[src/rtl/div_unit.sv]
// Iterative RV32M divider (DIV/DIVU/REM/REMU): restoring division, one quotient
// bit per cycle, with one-cycle fast paths for divide-by-zero and signed overflow.
module div_unit (
   input  logic        clk,
   input  logic        rst_n,
   input  logic        start_i,
   input  logic [1:0]  op_i,
   input  logic [31:0] dividend_i,
   input  logic [31:0] divisor_i,
   input  logic [4:0]  rd_addr_i,
   input  logic        flush_i,
   output logic        hold_o,
   output logic        ready_o,
   output logic [31:0] result_o,
   output logic [4:0]  rd_addr_o,
   output logic        rd_wen_o
);

   typedef enum logic [1:0] {
      S_IDLE,
      S_CALC,
      S_FIXUP,
      S_DONE
   } state_e;

   state_e      state_q;
   logic [4:0]  count_q;
   logic [1:0]  op_q;
   logic [4:0]  rd_addr_q;
   logic [31:0] quot_q;
   logic [31:0] rem_q;
   logic [31:0] dvsr_q;
   logic        qneg_q;
   logic        rneg_q;
   logic [31:0] result_q;
   logic        ready_q;

   logic        is_signed;
   logic        div_zero;
   logic        div_ovf;
   logic [31:0] abs_a;
   logic [31:0] abs_b;
   logic [32:0] rem_sh;
   logic [33:0] diff;
   logic [31:0] quot_d;
   logic [31:0] rem_d;
   logic [31:0] q_fix;
   logic [31:0] r_fix;

   // op_i[0] clear selects the signed variants (DIV, REM).
   assign is_signed = ~op_i[0];
   assign div_zero  = (divisor_i == 32'd0);
   assign div_ovf   = is_signed && (dividend_i == 32'h8000_0000) && (divisor_i == 32'hFFFF_FFFF);
   assign abs_a     = (is_signed && dividend_i[31]) ? (32'd0 - dividend_i) : dividend_i;
   assign abs_b     = (is_signed && divisor_i[31])  ? (32'd0 - divisor_i)  : divisor_i;

   // NOTE: every always_comb output gets a default first so no latch is inferred.
   always_comb begin
      rem_sh = {rem_q, quot_q[31]};
      diff   = {1'b0, rem_sh} - {2'b00, dvsr_q};
      quot_d = {quot_q[30:0], 1'b0};
      rem_d  = rem_sh[31:0];
      if (!diff[33]) begin
         quot_d[0] = 1'b1;
         rem_d     = diff[31:0];
      end
      q_fix = qneg_q ? (32'd0 - quot_q) : quot_q;
      r_fix = rneg_q ? (32'd0 - rem_q)  : rem_q;
   end

   assign hold_o    = ((state_q == S_IDLE) && start_i && !flush_i) ||
                      (state_q == S_CALC) || (state_q == S_FIXUP);
   assign ready_o   = ready_q;
   assign rd_wen_o  = ready_q;
   assign result_o  = result_q;
   assign rd_addr_o = rd_addr_q;

   // NOTE: sequential state uses non-blocking assignments so every register
   // samples the pre-edge values regardless of statement order.
   always_ff @(posedge clk or negedge rst_n) begin
      if (!rst_n) begin
         state_q   <= S_IDLE;
         count_q   <= 5'd0;
         op_q      <= 2'b00;
         rd_addr_q <= 5'd0;
         quot_q    <= 32'd0;
         rem_q     <= 32'd0;
         dvsr_q    <= 32'd0;
         qneg_q    <= 1'b0;
         rneg_q    <= 1'b0;
         result_q  <= 32'd0;
         ready_q   <= 1'b0;
      end else begin
         ready_q <= 1'b0;
         case (state_q)
            S_IDLE: begin
               if (start_i && !flush_i) begin
                  op_q      <= op_i;
                  rd_addr_q <= rd_addr_i;
                  count_q   <= 5'd0;
                  if (div_zero) begin
                     result_q <= op_i[1] ? dividend_i : 32'hFFFF_FFFF;
                     ready_q  <= 1'b1;
                     state_q  <= S_DONE;
                  end else if (div_ovf) begin
                     result_q <= op_i[1] ? 32'd0 : 32'h8000_0000;
                     ready_q  <= 1'b1;
                     state_q  <= S_DONE;
                  end else begin
                     quot_q  <= abs_a;
                     rem_q   <= 32'd0;
                     dvsr_q  <= abs_b;
                     qneg_q  <= is_signed && (dividend_i[31] ^ divisor_i[31]);
                     rneg_q  <= is_signed && dividend_i[31];
                     state_q <= S_CALC;
                  end
               end
            end
            S_CALC: begin
               if (flush_i) begin
                  count_q <= 5'd0;
                  state_q <= S_IDLE;
               end else begin
                  quot_q  <= quot_d;
                  rem_q   <= rem_d;
                  count_q <= count_q + 5'd1;
                  if (count_q == 5'd31) state_q <= S_FIXUP;
               end
            end
            S_FIXUP: begin
               if (flush_i) begin
                  state_q <= S_IDLE;
               end else begin
                  result_q <= op_q[1] ? r_fix : q_fix;
                  ready_q  <= 1'b1;
                  state_q  <= S_DONE;
               end
            end
            default: state_q <= S_IDLE;
         endcase
      end
   end

endmodule

[config.mk]
export PLATFORM = sky130hd
export DESIGN_NAME = div_unit
export DESIGN_NICKNAME = d
export VERILOG_FILES = /design/src/rtl/div_unit.sv
export SDC_FILE = /design/constraint.sdc
export NUM_CORES = 1
export LEC_CHECK = 0
export CAP_MARGIN = 30
export CORE_MARGIN = 2
export CORE_UTILIZATION = 45
export CTS_BUF_LIST = sky130_fd_sc_hd__clkbuf_8
export DETAILED_ROUTE_END_ITERATION = 8
export HOLD_SLACK_MARGIN = 0.05
export PLACE_DENSITY = 0.66
export SLEW_MARGIN = 25
export SYNTH_ARGS = -nofsm -noshare
export SYNTH_HDL_FRONTEND = slang
export SYNTH_SLANG_ARGS = --single-unit
[constraint.sdc]
create_clock -name clk -period 4.1 [get_ports clk]
set_input_delay 0.82 -clock clk [delete_from_list [all_inputs] [get_ports clk]]
set_output_delay 0.82 -clock clk [all_outputs]
set_load 0.01 [all_outputs]
### Yosys cells after proc, flatten, opt, wreduce, memory -nomap -nowiden

Cells that the tools add are included.

* bits in registers: 145
* bits in latches: 0
* RAM bits: 0
* bits in read-only memories: 0
* input port bits: 75
* output and inout bits: 40
* logic and storage cells: 93
* memories kept: 0

* add/subtract/negate cells: 6
* multipliers: 0
* div/mod/pow operators: 0
* magnitude comparators: 0
* equal/unequal tests: 12
* shifts and indexed selects: 0
* muxes and demuxes: 39
* bitwise operators: 4
* reduce and logical (&&, ||, !) cells: 21

Operators by type and width (count)
* 2-to-1 mux 32 bit: 20
* case mux 32 bit (2 select lines): 3
* subtractor 1 x 32 -> 32 bit (first input constant): 4
* equality test 32 bit (second input constant): 2
* subtractor 33 x 32 -> 34 bit: 1
* zero test 32 bit: 1
* 2-to-1 mux 2 bit: 6
* 2-to-1 mux 5 bit: 2
* case mux 5 bit (2 select lines): 1
* logical AND 1 bit: 8
* inequality test 2 bit (second input constant): 4
* AND reduction 4 bit: 2
* case mux 2 bit (3 select lines): 1
* AND reduction 2 bit: 3
* adder 5 x 1 -> 5 bit (second input constant): 1
* equality test 5 bit (second input constant): 1
* 2-to-1 mux 1 bit: 5
* AND reduction 5 bit: 1
* nonzero test 2 bit: 2
* inequality test 3 x 2 -> 1 bit (second input constant): 1
* inequality test 3 bit (second input constant): 1
* inverter 1 bit: 3
* equality test 2 x 1 -> 1 bit (second input constant): 1
* equality test 2 bit (second input constant): 1
* other kinds (6): 7

### Longest topological paths before layout

* depth in word-level cells: 7
* mapped depth: 12
* depth with buffers taken out: 11

### Worst setup path after synthesis

Ideal clock, no wire load.

* path kind: input to register
* from: input dividend_i[14]
* to: register quot_q[1]
* library setup time: 0.127 ns
* data arrival time: 3.041 ns
* required time: 3.973 ns
* slack: 0.933 ns
* stages: 9
* buffers on the path: 1
* path through: or4_4 -> or3_4 -> or4b_4 -> nor2_4 -> nor3_2 -> or2_1 -> buf_2 -> o211ai_1 -> o21ai_1

* word-level cells in the longest chain between the ends: 5

RTL lines
* from (decl): line 8 `input logic [31:0] dividend_i,`
* equality test 32 bit: line 53 `assign div_ovf = is_signed && (dividend_i == 32'h8000_0000) && (divisor_i == 32'hFFFF_FFFF);`
* logical AND 1 bit (2 in series): line 53
* inequality test 2 bit (no source line)
* AND reduction 5 bit (no source line)
* to (signal assigned): line 110 `quot_q <= abs_a;`
* to (signal assigned): line 124 `quot_q <= quot_d;`
* to (decl): line 30 `logic [31:0] quot_q;`

No other way between the ends.
A chain may end at the register's enable or synchronous reset.

### Worst setup path in the final report

* from: input divisor_i[15]
* to: register result_q[19], in the netlist result_o[19]

* word-level cells in the longest chain between the ends: 4
* elaborated cells between the ends (all ways): 8
* classes of those cells: eq/ne (2); mux (3); reduce/logical (3)

RTL lines
* from (decl): line 9 `input logic [31:0] divisor_i,`
* equality test 32 bit / zero test 32 bit (equally long branches): line 53, 52
* logical AND 1 bit / 2-to-1 mux 32 bit (equally long branches): line 53, 101
* inequality test 3 bit (no source line) / 2-to-1 mux 32 bit (equally long branches)
* AND reduction 4 bit (no source line) / case mux 32 bit (2 select lines) (equally long branches)
* to (signal assigned): line 102 `result_q <= op_i[1] ? dividend_i : 32'hFFFF_FFFF;`
* to (signal assigned): line 106 `result_q <= op_i[1] ? 32'd0 : 32'h8000_0000;`
* to (signal assigned): line 134 `result_q <= op_q[1] ? r_fix : q_fix;`
* to (decl): line 35 `logic [31:0] result_q;`

Parallel ways exist; a longest one is shown, timed or not. The select of a mux whose other input is x is not followed.

==> impl_metrics.py <==
metrics = {
    "cells_and_area": {
        "num_antenna_cells": 0,
        "layout_commonest_cell": "nand2_1",
        "nFillCells": 2281,
        "layout_common_cells": "190 x nand2_1, 143 x dfrtp_1, 140 x o21ai_0",
        "drive_gt1_frac": 0.0692,
        "nNetsFinal": 1591,
        "synthToLayoutAreaGrowth_pct": 18.7,
    },
    "route": {
        "finalWirelength_um": 31800,
        "dr.pass1.iters": 5,
        "wl_per_cell_um": 17.6,
        "drc": 0,
        "num_vias": 10500,
        "drtIter0Drc": 801,
        "viasPerCell": 5.78,
        "drtAntennaViolNets": 0,
    },
    "placed_design": {
        "hpwl_um": 23900,
        "portBuffers": 114,
        "gp_congestion": 0.938,
    },
    "worst_setup_path": {
        "crit_required_ns": 4.47,
        "cp-end-kind": "flip-flop",
        "critPathLaunchType": "input port",
        "reg2reg_to": "rem_q[10]",
        "r2r_start": "rem_q[18]",
        "reg2reg_slack_ns": 0.76,
        "setup.worst_path.class": "in -> reg",
        "cp_data_arrival_time_ns": 3.83,
        "critPathMaxFanout": 5,
        "reg2reg_depth": 10,
    },
    "synthesis": {
        "postSynthAreaPerCell_um2": 7.99,
        "synth_seq_cells": 144,
        "syn_area_um2": 11100,
        "synth_edf_count": 0,
        "synth_seq_area_share": 0.326,
        "synth_cell_types": 74,
        "synth_top_flop_cell": "dfrtp_1",
        "yosysWarnings": 0,
        "syn-num-nets": 1498,
        "async_reset_ff_frac": 1.00,
        "syn-instance-count": 1383,
    },
    "pwr": {
        "leakage_nw": 5.65,
        "internal_power_mw": 3.47,
        "p_per_area_nw_per_um2": 444,
        "ir_drop_mv": 0.220,
        "finalPower_mw": 5.83,
        "combPwrFrac": 0.432,
        "clkPwrFrac": 0.233,
        "switching_share": 0.406,
        "seq_power_share": 0.335,
        "p_switching_mw": 2.36,
    },
    "clock_network": {
        "clk_latency_ns": 0.47,
        "cts_repair_resize_count": 0,
        "cts_htree_levels": 4,
        "cts_tree": "yes",
        "root_buffer": "clkbuf_8",
        "clkSinkCount": 144,
        "cts.path.max_buffers": 2,
        "hold_buffers": 0,
        "cts.clk_slew.worst_paths_ns": 0.08,
        "cts_buffers": 17,
        "post_cts_buffers": 0,
    },
    "sta": {
        "drv_slew": 0,
        "skew_ns": 0.0145,
        "hold_viol": 0,
        "clock.fmax_ghz": 0.289,
        "layout_min_cycle_time_ns": 3.46,
        "setup_tns_ns": 0,
        "setup_violations": 0,
        "post-route-period-util": 0.844,
        "grt_setup_unrepaired": "no",
        "worstMarginPinSlew_ns": 0.913,
        "relSlewSlack": 0.391,
    },
    "worst_hold_path": {
        "hp-class": "in -> async",
    },
    "floorplanning": {
        "rows": 57,
        "die_y_um": 161,
        "io_pins": 115,
        "die_w_um": 161,
        "die-area_um2": 25800,
        "core_area_um2": 24200,
        "initial_core_util": 0.456,
    },
    "global_route": {
        "grt_remaining_overflow": 0,
        "grt_pass1_wl_um": 51300,
        "antenna_found_initial": 0,
        "grt_max_degree": 94,
        "track_usage": 0.247,
        "first_global_vias": 9698,
    },
    "status": {
        "status": "finished, final reports clean",
    },
    "flow_run": {
        "cap_violations": 0,
    },
}
cell usage after synthesis, types with 4 or more instances:
| cell | number | share of area |
|---|---|---|
| a31oi_1 | 9 | 0.0051 |
| ha_1 | 39 | 0.044 |
| inv_1 | 64 | 0.022 |
| nor2b_1 | 8 | 0.0045 |
| o21ai_0 | 140 | 0.063 |
| or2_2 | 6 | 0.0034 |
| o22ai_1 | 6 | 0.0034 |
| xor2_1 | 71 | 0.056 |
| a21o_1 | 13 | 0.0088 |
| a22o_1 | 10 | 0.0079 |
| a211oi_1 | 14 | 0.0095 |
| mux2_2 | 4 | 0.0041 |
| nand3b_1 | 4 | 0.0027 |
| nand2_1 | 190 | 0.065 |
| a21oi_1 | 125 | 0.057 |
| o221ai_1 | 8 | 0.0063 |
| nor2_1 | 105 | 0.036 |
| o211ai_1 | 11 | 0.0075 |
| o31ai_1 | 36 | 0.024 |
| dfrtp_1 | 144 | 0.33 |
| clkbuf_1 | 59 | 0.020 |
| xnor2_1 | 68 | 0.054 |
| nand4_1 | 10 | 0.0057 |
| nor3_1 | 22 | 0.010 |
| and3_1 | 4 | 0.0023 |
| mux2i_1 | 18 | 0.016 |
| nor4_1 | 13 | 0.0074 |
| or3_1 | 14 | 0.0079 |
| nand3_1 | 21 | 0.0095 |
| or4_1 | 13 | 0.0088 |
| a32oi_1 | 10 | 0.0079 |
| nand2b_1 | 17 | 0.0096 |
| a21boi_0 | 4 | 0.0027 |
| buf_2 | 12 | 0.0054 |
| or4_4 | 6 | 0.0061 |
| o41ai_1 | 16 | 0.013 |
| o21a_1 | 4 | 0.0027 |
power by group through the flow:
stage | registers (mW) | logic [mW] | clock network [mW]
floorplan | 1.85 | 1.83 | 0
global placement | 1.97 | 2.43 | 0
detailed placement | 1.97 | 2.47 | 0
CTS | 1.94 | 2.49 | 1.38
global route | 1.99 | 2.79 | 1.45
finish | 1.95 | 2.52 | 1.36
logic make-up (layout without fill, tap and decap cells):
logic type	count (synthesis)	in the layout	share of synthesized area
buf+inv	141	247	0.0516
mux	22	22	0.0204
flops	144	144	0.326
compound gates	444	444	0.250
simple gates	453	453	0.196
xor+xnor	139	139	0.110
fa+ha+maj	40	40	0.0459
state kept, by name, indices dropped and copies added (netlist names):
register	cells
dvsr_q	32
rd_wen_o	1
qneg_q	1
quot_q	32
state_q	2
rd_addr_o	5
op_q	1
rem_q	32
result_o	32
rneg_q	1
count_q	5
stage by stage:
step	hold WS, ns	cells	utilization	worst slack, ns	instance area [um2]
final	0.198	1813	0.541	0.641	13100
after global routing	0.194	1813	0.541	0.506	13100
after CTS	0.476	1812	0.540	0.665	13100
after detailed placement	0.458	1780	0.520	0.181	12600
after global placement	0.451	1780	0.520	0.210	12600
after floorplan	0.464	1383	-	0.933	11100
layout make-up:
type | count | area [um2] | area share
clock buffers | 17 | 234 | 0.0178
clock inverters | 15 | 240 | 0.0183
inverters | 64 | 240 | 0.0183
multi-input cells | 1098 | 6910 | 0.526
flip-flops and latches | 144 | 3600 | 0.275
well taps | 324 | 405 | 0.0309
repair buffers | 151 | 1490 | 0.114
metal layers:
layer	wire length, um	global-route usage	vias to the layer above	share of wire
met4	670	0.0751	0	0.021
met2	14800	0.403	348	0.46
met3	1890	0.0364	45	0.059
met1	14500	0.341	4958	0.46
li1	-	-	5136	-
met5	0	0	-	0
how the worst max path moves through the flow:
stage / startpoint / end / slack, ns / cells after the start
floorplan: dividend_i[14] / quot_q[1] / 0.93 / 9
global placement: dividend_i[22] / dvsr_q[0] / 0.21 / 8
detailed placement: dividend_i[22] / dvsr_q[0] / 0.18 / 8
CTS: dividend_i[22] / dvsr_q[0] / 0.67 / 8
global route: dividend_i[22] / quot_q[1] / 0.51 / 9
finish: divisor_i[15] / result_o[19] / 0.64 / 10
critical path, stage by stage:
cell and delay, ns:
clkdlybuf4s50_1 0.49, or4_4 0.57, or4_4 0.44, nand3b_4 0.20
nor3_4 0.36, buf_4 0.24, nand2_1 0.07, o21ai_0 0.26
a21oi_1 0.13, o31ai_1 0.25
Note: power is estimated with default switching activity, not from simulation.
